==> src/rtl/hm_pkg.sv <==
// -----------------------------------------------------------------------------
// hm_pkg
// Shared types and default constants for the heartbeat interval meter.
//   beat_state_t       : measurement FSM states
//   REFRACT_TICKS_DEF  : default refractory window in ticks (250 ms at 1 kHz)
//   TIMEOUT_TICKS_DEF  : default loss-of-pulse timeout in ticks (3 s at 1 kHz)
// -----------------------------------------------------------------------------
package hm_pkg;

   typedef enum logic {
      IDLE    = 1'b0,
      MEASURE = 1'b1
   } beat_state_t;

   localparam int REFRACT_TICKS_DEF = 250;
   localparam int TIMEOUT_TICKS_DEF = 3000;

endpackage : hm_pkg

==> src/rtl/beat_interval_meter_if.sv <==
// -----------------------------------------------------------------------------
// beat_interval_meter_if
// Signal bundle between the pulse front end and the interval meter.
//   tick      : one-cycle sample-rate enable
//   beat_in   : raw comparator output, asynchronous to clk
//   interval  : ticks between the last two accepted beats (W bits)
//   load      : one-cycle strobe, interval is new
//   beat      : one-cycle strobe on every accepted beat
//   no_pulse  : level, no valid beat train present
// master drives tick/beat_in and observes the results; slave is the meter.
// -----------------------------------------------------------------------------
interface beat_interval_meter_if #(
   parameter int W = 12
);

   logic         tick;
   logic         beat_in;
   logic [W-1:0] interval;
   logic         load;
   logic         beat;
   logic         no_pulse;

   modport master (
      output tick,
      output beat_in,
      input  interval,
      input  load,
      input  beat,
      input  no_pulse
   );

   modport slave (
      input  tick,
      input  beat_in,
      output interval,
      output load,
      output beat,
      output no_pulse
   );

endinterface : beat_interval_meter_if

==> src/rtl/sync_edge.sv <==
// -----------------------------------------------------------------------------
// sync_edge
// Two-flop synchronizer for an asynchronous level plus a rising-edge detector
// on the synchronized level. Suitable for any slow async input (beat
// comparator, push buttons).
//   clk       : system clock
//   rst       : synchronous reset, active-high
//   async_in  : asynchronous input level
//   sync_out  : synchronized level (second flop)
//   rise      : high for one cycle when sync_out goes 0 -> 1
// -----------------------------------------------------------------------------
module sync_edge (
   input  logic clk,
   input  logic rst,
   input  logic async_in,
   output logic sync_out,
   output logic rise
);

   logic s1_q;
   logic s2_q;
   logic s3_q;

   // NOTE: sequential state uses non-blocking assignments so every flop
   // samples the pre-edge value of its neighbour, forming a true shift chain.
   always_ff @(posedge clk) begin
      if (rst) begin
         s1_q <= 1'b0;
         s2_q <= 1'b0;
         s3_q <= 1'b0;
      end else begin
         s1_q <= async_in;
         s2_q <= s1_q;
         s3_q <= s2_q;
      end
   end

   assign sync_out = s2_q;
   // s3 is the previous synchronized level; a rise needs it low, so two
   // rises are always at least two cycles apart.
   assign rise     = s2_q & ~s3_q;

endmodule : sync_edge

==> src/rtl/beat_interval_meter.sv <==
// -----------------------------------------------------------------------------
// beat_interval_meter
// Measures the number of sample ticks between successive accepted heartbeats.
// The raw beat is synchronized and edge-detected; edges arriving within the
// refractory window after an accepted beat are ignored; if no beat is accepted
// for TIMEOUT_TICKS ticks the meter declares loss of pulse and re-arms.
//   clk   : system clock
//   rst   : synchronous reset, active-high
//   bus   : slave modport -- tick, beat_in in; interval, load, beat,
//           no_pulse out. interval/load feed the interval-holding register
//           (data/enable).
// Parameters:
//   W              width of the tick counter and interval; holds TIMEOUT_TICKS
//   REFRACT_TICKS  minimum ticks after an accepted beat before another edge
//   TIMEOUT_TICKS  ticks without an accepted beat before no_pulse
// -----------------------------------------------------------------------------
module beat_interval_meter
   import hm_pkg::*;
#(
   parameter int W             = 12,
   parameter int REFRACT_TICKS = REFRACT_TICKS_DEF,
   parameter int TIMEOUT_TICKS = TIMEOUT_TICKS_DEF
) (
   input  logic                  clk,
   input  logic                  rst,
   beat_interval_meter_if.slave  bus
);

   // Thresholds widened by one bit so count + 1 is compared without wrap.
   localparam logic [W:0] REFRACT_C = (W+1)'(REFRACT_TICKS);
   localparam logic [W:0] TIMEOUT_C = (W+1)'(TIMEOUT_TICKS);

   beat_state_t  state_q, state_d;
   logic [W-1:0] count_q, count_d;
   logic [W-1:0] interval_q, interval_d;
   logic         load_q, load_d;
   logic         beat_q, beat_d;
   logic         no_pulse_q, no_pulse_d;

   logic         edge_det;
   logic         beat_lvl_unused;
   logic [W:0]   count_inc;
   logic         past_refract;

   sync_edge u_sync_edge (
      .clk      (clk),
      .rst      (rst),
      .async_in (bus.beat_in),
      .sync_out (beat_lvl_unused),
      .rise     (edge_det)
   );

   assign count_inc    = {1'b0, count_q} + (W+1)'(1);
   assign past_refract = ({1'b0, count_q} >= REFRACT_C);

   // NOTE: every signal written here gets a default first, so no path leaves
   // a value unassigned and no latch is inferred.
   always_comb begin
      state_d    = state_q;
      count_d    = count_q;
      interval_d = interval_q;
      load_d     = 1'b0;
      beat_d     = 1'b0;
      no_pulse_d = no_pulse_q;

      unique case (state_q)
         IDLE: begin
            count_d = '0;
            // First beat of a train: there is no interval to report yet.
            if (edge_det) begin
               beat_d     = 1'b1;
               no_pulse_d = 1'b0;
               state_d    = MEASURE;
            end
         end

         MEASURE: begin
            if (edge_det && past_refract) begin
               // The tick coinciding with the accepted edge belongs to this
               // interval. Accepted edges take priority over a timeout.
               interval_d = count_q + W'(bus.tick);
               load_d     = 1'b1;
               beat_d     = 1'b1;
               count_d    = '0;
            end else if (bus.tick) begin
               // Edges inside the refractory window fall through here and
               // leave the measurement running untouched.
               if (count_inc == TIMEOUT_C) begin
                  no_pulse_d = 1'b1;
                  count_d    = '0;
                  state_d    = IDLE;
               end else begin
                  count_d = count_inc[W-1:0];
               end
            end
         end

         default: begin
            state_d = IDLE;
            count_d = '0;
         end
      endcase
   end

   always_ff @(posedge clk) begin
      if (rst) begin
         state_q    <= IDLE;
         count_q    <= '0;
         interval_q <= '0;
         load_q     <= 1'b0;
         beat_q     <= 1'b0;
         no_pulse_q <= 1'b1;
      end else begin
         state_q    <= state_d;
         count_q    <= count_d;
         interval_q <= interval_d;
         load_q     <= load_d;
         beat_q     <= beat_d;
         no_pulse_q <= no_pulse_d;
      end
   end

   assign bus.interval = interval_q;
   assign bus.load     = load_q;
   assign bus.beat     = beat_q;
   assign bus.no_pulse = no_pulse_q;

endmodule : beat_interval_meter

==> src/flat_wrapper.sv <==
// flat-port wrapper written by rule: the top's interface ports become plain ports
module beat_interval_meter_flat import hm_pkg::*;
#(
   parameter int W             = 12,
   parameter int REFRACT_TICKS = REFRACT_TICKS_DEF,
   parameter int TIMEOUT_TICKS = TIMEOUT_TICKS_DEF
)
  (clk, rst, bus_tick, bus_beat_in, bus_interval, bus_load, bus_beat, bus_no_pulse);
  beat_interval_meter_if #(.W(W)) bus_i ();
  input  logic clk;
  input  logic rst;
  input wire logic [$bits(bus_i.tick)-1:0] bus_tick;
  input wire logic [$bits(bus_i.beat_in)-1:0] bus_beat_in;
  output wire logic [$bits(bus_i.interval)-1:0] bus_interval;
  output wire logic [$bits(bus_i.load)-1:0] bus_load;
  output wire logic [$bits(bus_i.beat)-1:0] bus_beat;
  output wire logic [$bits(bus_i.no_pulse)-1:0] bus_no_pulse;
  assign bus_i.tick = bus_tick;
  assign bus_i.beat_in = bus_beat_in;
  assign bus_interval = bus_i.interval;
  assign bus_load = bus_i.load;
  assign bus_beat = bus_i.beat;
  assign bus_no_pulse = bus_i.no_pulse;
  beat_interval_meter #(.W(W), .REFRACT_TICKS(REFRACT_TICKS), .TIMEOUT_TICKS(TIMEOUT_TICKS)) u_core (.clk(clk), .rst(rst), .bus(bus_i));
endmodule
==> config.mk <==
export PLATFORM = sky130hd
export DESIGN_NAME = beat_interval_meter_flat
export DESIGN_NICKNAME = d
export VERILOG_FILES = /design/src/rtl/hm_pkg.sv /design/src/rtl/beat_interval_meter_if.sv /design/src/rtl/sync_edge.sv /design/src/rtl/beat_interval_meter.sv /design/src/flat_wrapper.sv
export SDC_FILE = /design/constraint.sdc
export NUM_CORES = 1
export LEC_CHECK = 0
export BUFFER_PORTS_ARGS = -buffer_cell sky130_fd_sc_hd__buf_2
export CAP_MARGIN = 20
export CORE_ASPECT_RATIO = 1.4
export CORE_MARGIN = 2
export CORE_UTILIZATION = 40
export DETAILED_ROUTE_END_ITERATION = 8
export MAX_ROUTING_LAYER = met4
export PLACE_DENSITY = 0.57
export SYNTH_ARGS = -nofsm -noshare
export SYNTH_HDL_FRONTEND = slang
export SYNTH_SLANG_ARGS = --single-unit
==> constraint.sdc <==
create_clock -name clk -period 4.7 [get_ports clk]
set_input_delay 0.705 -clock clk [delete_from_list [all_inputs] [get_ports clk]]
set_output_delay 0.705 -clock clk [all_outputs]
set_load 0.01 [all_outputs]
==> impl_results.md <==
* Pre-CTS setup slack at 2.333 ns
* Top post-synthesis cells by area: dfxtp_1, nor2_1, xnor2_1
* Post-Synth Adder-Cell Area at 3.663%
* Total of warnings raised by yosys at 0
* Simple-Gate Fraction of Synth Area at 26.01%
* Root Driver: clkbuf_8
* Routed Antenna Nets at 0
* Congestion Overflow GR at 0
* CP max stage delay at 0.74 ns
* Final WL at 3.636 mm
* Horiz. Die Dim at 59.23 um
* Skew final at 0.004122 ns
* Vias per std cell at 5.514
* N_diodes at 0
* CP dominant cell by count: nor2_1
* Core Area at 4169 um^2
* CP max stage cell: and2_1
* Residual DRC count at 0
* Largest net degree at the start of global routing at 24
* Max clock buf depth at 2
* Main synth FF type: dfxtp_1
* Final-report setup violation count at 0
* Number of setup buffers added after CTS at 0
* DIE AREA at 4816 um^2
* Worst EP arrival at 2.57 ns
* FMAX at 419.9 MHz
* Crit path cell chain: nand4_1, o21a_2, nor2_1, and2_1, nor2_1, a211oi_1
* Share of layout cells above drive strength 1 at 21.57%
* Final HPWL DP at 2.705 mm
* Endpoint class of the critical path: register
* Finished Core Util at 45.23%
* FF/Latch Area at 620.6 um^2
* Cell-internal power at 440.9 uW
* Synth cell types at 45
* Sw Ratio at 20.54%
* PwrDens at 294.3 nW/um^2
* Gate power share at 2.5%
* Fillers at 416
* Post-Syn Area per Cell at 8.895 um^2
* Post-synthesis xor/xnor area fraction at 11.79%
* Sink Count at 31
* CTS Buf Count at 5
* RSZ-0062 raised after global routing: no
* Most frequent cell after synthesis: nor2_1
* Sequential area share after synthesis at 36.34%
* Clk Latency, worst-skew pair at 0.28 ns
* Mux cell area share after synthesis at 1.172%
* Syn Nets at 201
* Fraction of registers with async set/reset at 0%
* First-pass GRT wire length at 5.899 mm
* Worst setup SP type: register
* Number of flops mapped to enable cells by yosys at 0
* Max-Cap Viols at 0
* CTS H-tree lvls at 2
* Initial Util at 40.97%
* Multi-input gate area at 978.4 um^2
* Iter 0 DRT Violations at 36
* Placer congestion estimate at 0.9689
* FP Rows at 28
* Vias in the first global route at 1245
* Critical Path RT at 4.89 ns
* Synth Register Bits at 31
* I/O Buffers at 18
* GRT Total Usage at 17.24%
* Worst Tran Pin Value at 0.8959 ns
* Cell type with the highest aggregate area in the netlist: dfxtp_1
* Yosys top cell area share at 36.34%
* Slew Limit Headroom at 40.28%
* Nets at 212
* CTS tree: done
* Period utilization at 50.67%
* Max-slew violations at 0
* WL/cell at 14.60 um
* Worst setup path category: reg -> reg
* Peak VDD IR at 0.1922 mV
* Final number of hold-violating endpoints at 0
* Post-synthesis compound-gate area fraction at 14.65%
* Top cells by count, synth: nor2_1, dfxtp_1, xnor2_1
* CTS clock-pin slew for the worst setup and hold paths at 0.07 ns
* NetSw at 113.9 uW
* Area of the mapped netlist at 1708 um^2
* IO Count at 19
* Maximum fanout along the worst path at 23
* Setup TNS at 0 ns
* Synth-to-Final Area Change at 10.40%
* Post-CTS Hold Buffers at 0
* Flop pwr share at 48.0%
* Drt pass-1 iters at 4
* CTS resizes at 0
* Final worst path period need at 2.382 ns
* DR vias at 1373
* Status: finished, final reports clean
* Initial antenna violation count at 0
* Synth Instances at 192
* Worst hold path type: reg -> reg
* Lkg Pwr at 0.0006651 uW
* Clock power share at 49.5%
* Fin worst setup slack at 2.318 ns
* Die height at 81.32 um
* Largest family of logic cells by synthesized area: simple AND/OR/NAND/NOR gates
stage by stage:
| stage | total power (uW) | cell area [um^2] | cells | hold slack, ns |
|---|---|---|---|---|
| global placement | 286.2 | 1768 | 241 | 0.4353 |
| detailed placement | 286.6 | 1768 | 241 | 0.4464 |
| finish | 554.9 | 1886 | 249 | 0.4570 |
| floorplan | 281.8 | 1708 | 192 | 0.4138 |
| CTS | 563.0 | 1886 | 249 | 0.4625 |
| global route | 575.1 | 1886 | 249 | 0.4791 |
layer usage:
layer | up-vias | part of all wire, % | global-route usage, %
met5 | - | 0 | -
li1 | 685 | - | -
met2 | 28 | 52 | 28.35
met1 | 652 | 43 | 19.10
met4 | 0 | 2.1 | 8.864
met3 | 8 | 3.5 | 3.981
state kept, by name (all words and copies together), names as in the netlist:
signal	flops
u_core.bus.interval	12
u_core.count_q	12
u_core.bus.beat	1
u_core.bus.load	1
u_core.bus.no_pulse	1
u_core.state_q	1
u_core.u_sync_edge.s1_q	1
u_core.u_sync_edge.s3_q	1
u_core.u_sync_edge.sync_out	1
critical path, delay by kind of cell, from the launching register on:
family           cells  cell delay, ns
flip-flops           1            0.55
AO/OA/AOI/OAI        2            0.54
AND/OR/NAND/NOR      4            1.20
cell families after synthesis:
group / after synthesis
adders and majority gates: 5
and+or+nand+nor: 84
DFF: 31
xor gates and xnor gates: 23
muxes: 2
AOI/OAI and AO/OA: 27
buffers and inverters: 20
layout by cell type, fill, tap and decap left out, types with 3 or more instances in the layout:
master / synthesis / layout
nor2b_1: 4 / 4
buf_2: 6 / 18
dfxtp_1: 31 / 31
a211oi_2: 8 / 8
nand4_1: 4 / 4
clkbuf_8: 0 / 6
nand3_1: 12 / 12
nor2_1: 36 / 36
xor2_1: 10 / 10
a211oi_1: 3 / 3
ha_1: 5 / 5
nand2b_1: 4 / 4
inv_1: 6 / 6
xnor2_1: 13 / 13
nand2_1: 8 / 8
power by group through the flow:
| stage | Combinational (uW) | Clock [uW] | Sequential [uW] |
|---|---|---|---|
| finish | 13.8 | 274 | 267 |
| global route | 15.4 | 293 | 267 |
| CTS | 14.2 | 282 | 266 |
| detailed placement | 14.1 | 0 | 272 |
| global placement | 13.7 | 0 | 272 |
| floorplan | 9.23 | 0 | 273 |
cell type report:
cell class              count  area share [%]
inverters                   6           1.194
clock buffers               6           4.380
repair buffers             18           4.778
flip-flops and latches     31           32.91
multi-input cells         141           51.89
well taps                  45           2.986
clock inverters             2           1.858
path summary, 6_finish.rpt:
check / from / endpoint / slack (ns) / depth (start not counted)
max: u_core.count_q[5]$_SDFFE_PP0P_ / u_core.bus.interval[7]$_SDFFE_PP0P_ / 2.32 / 6
max reg2reg: u_core.count_q[5]$_SDFFE_PP0P_ / u_core.bus.interval[7]$_SDFFE_PP0P_ / 2.32 / 6
min: u_core.u_sync_edge.s1_q$_SDFF_PP0_ / u_core.u_sync_edge.sync_out$_SDFF_PP0_ / 0.46 / 1
min reg2reg: u_core.u_sync_edge.s1_q$_SDFF_PP0_ / u_core.u_sync_edge.sync_out$_SDFF_PP0_ / 0.46 / 1
Power figures use the tool's default switching activity.
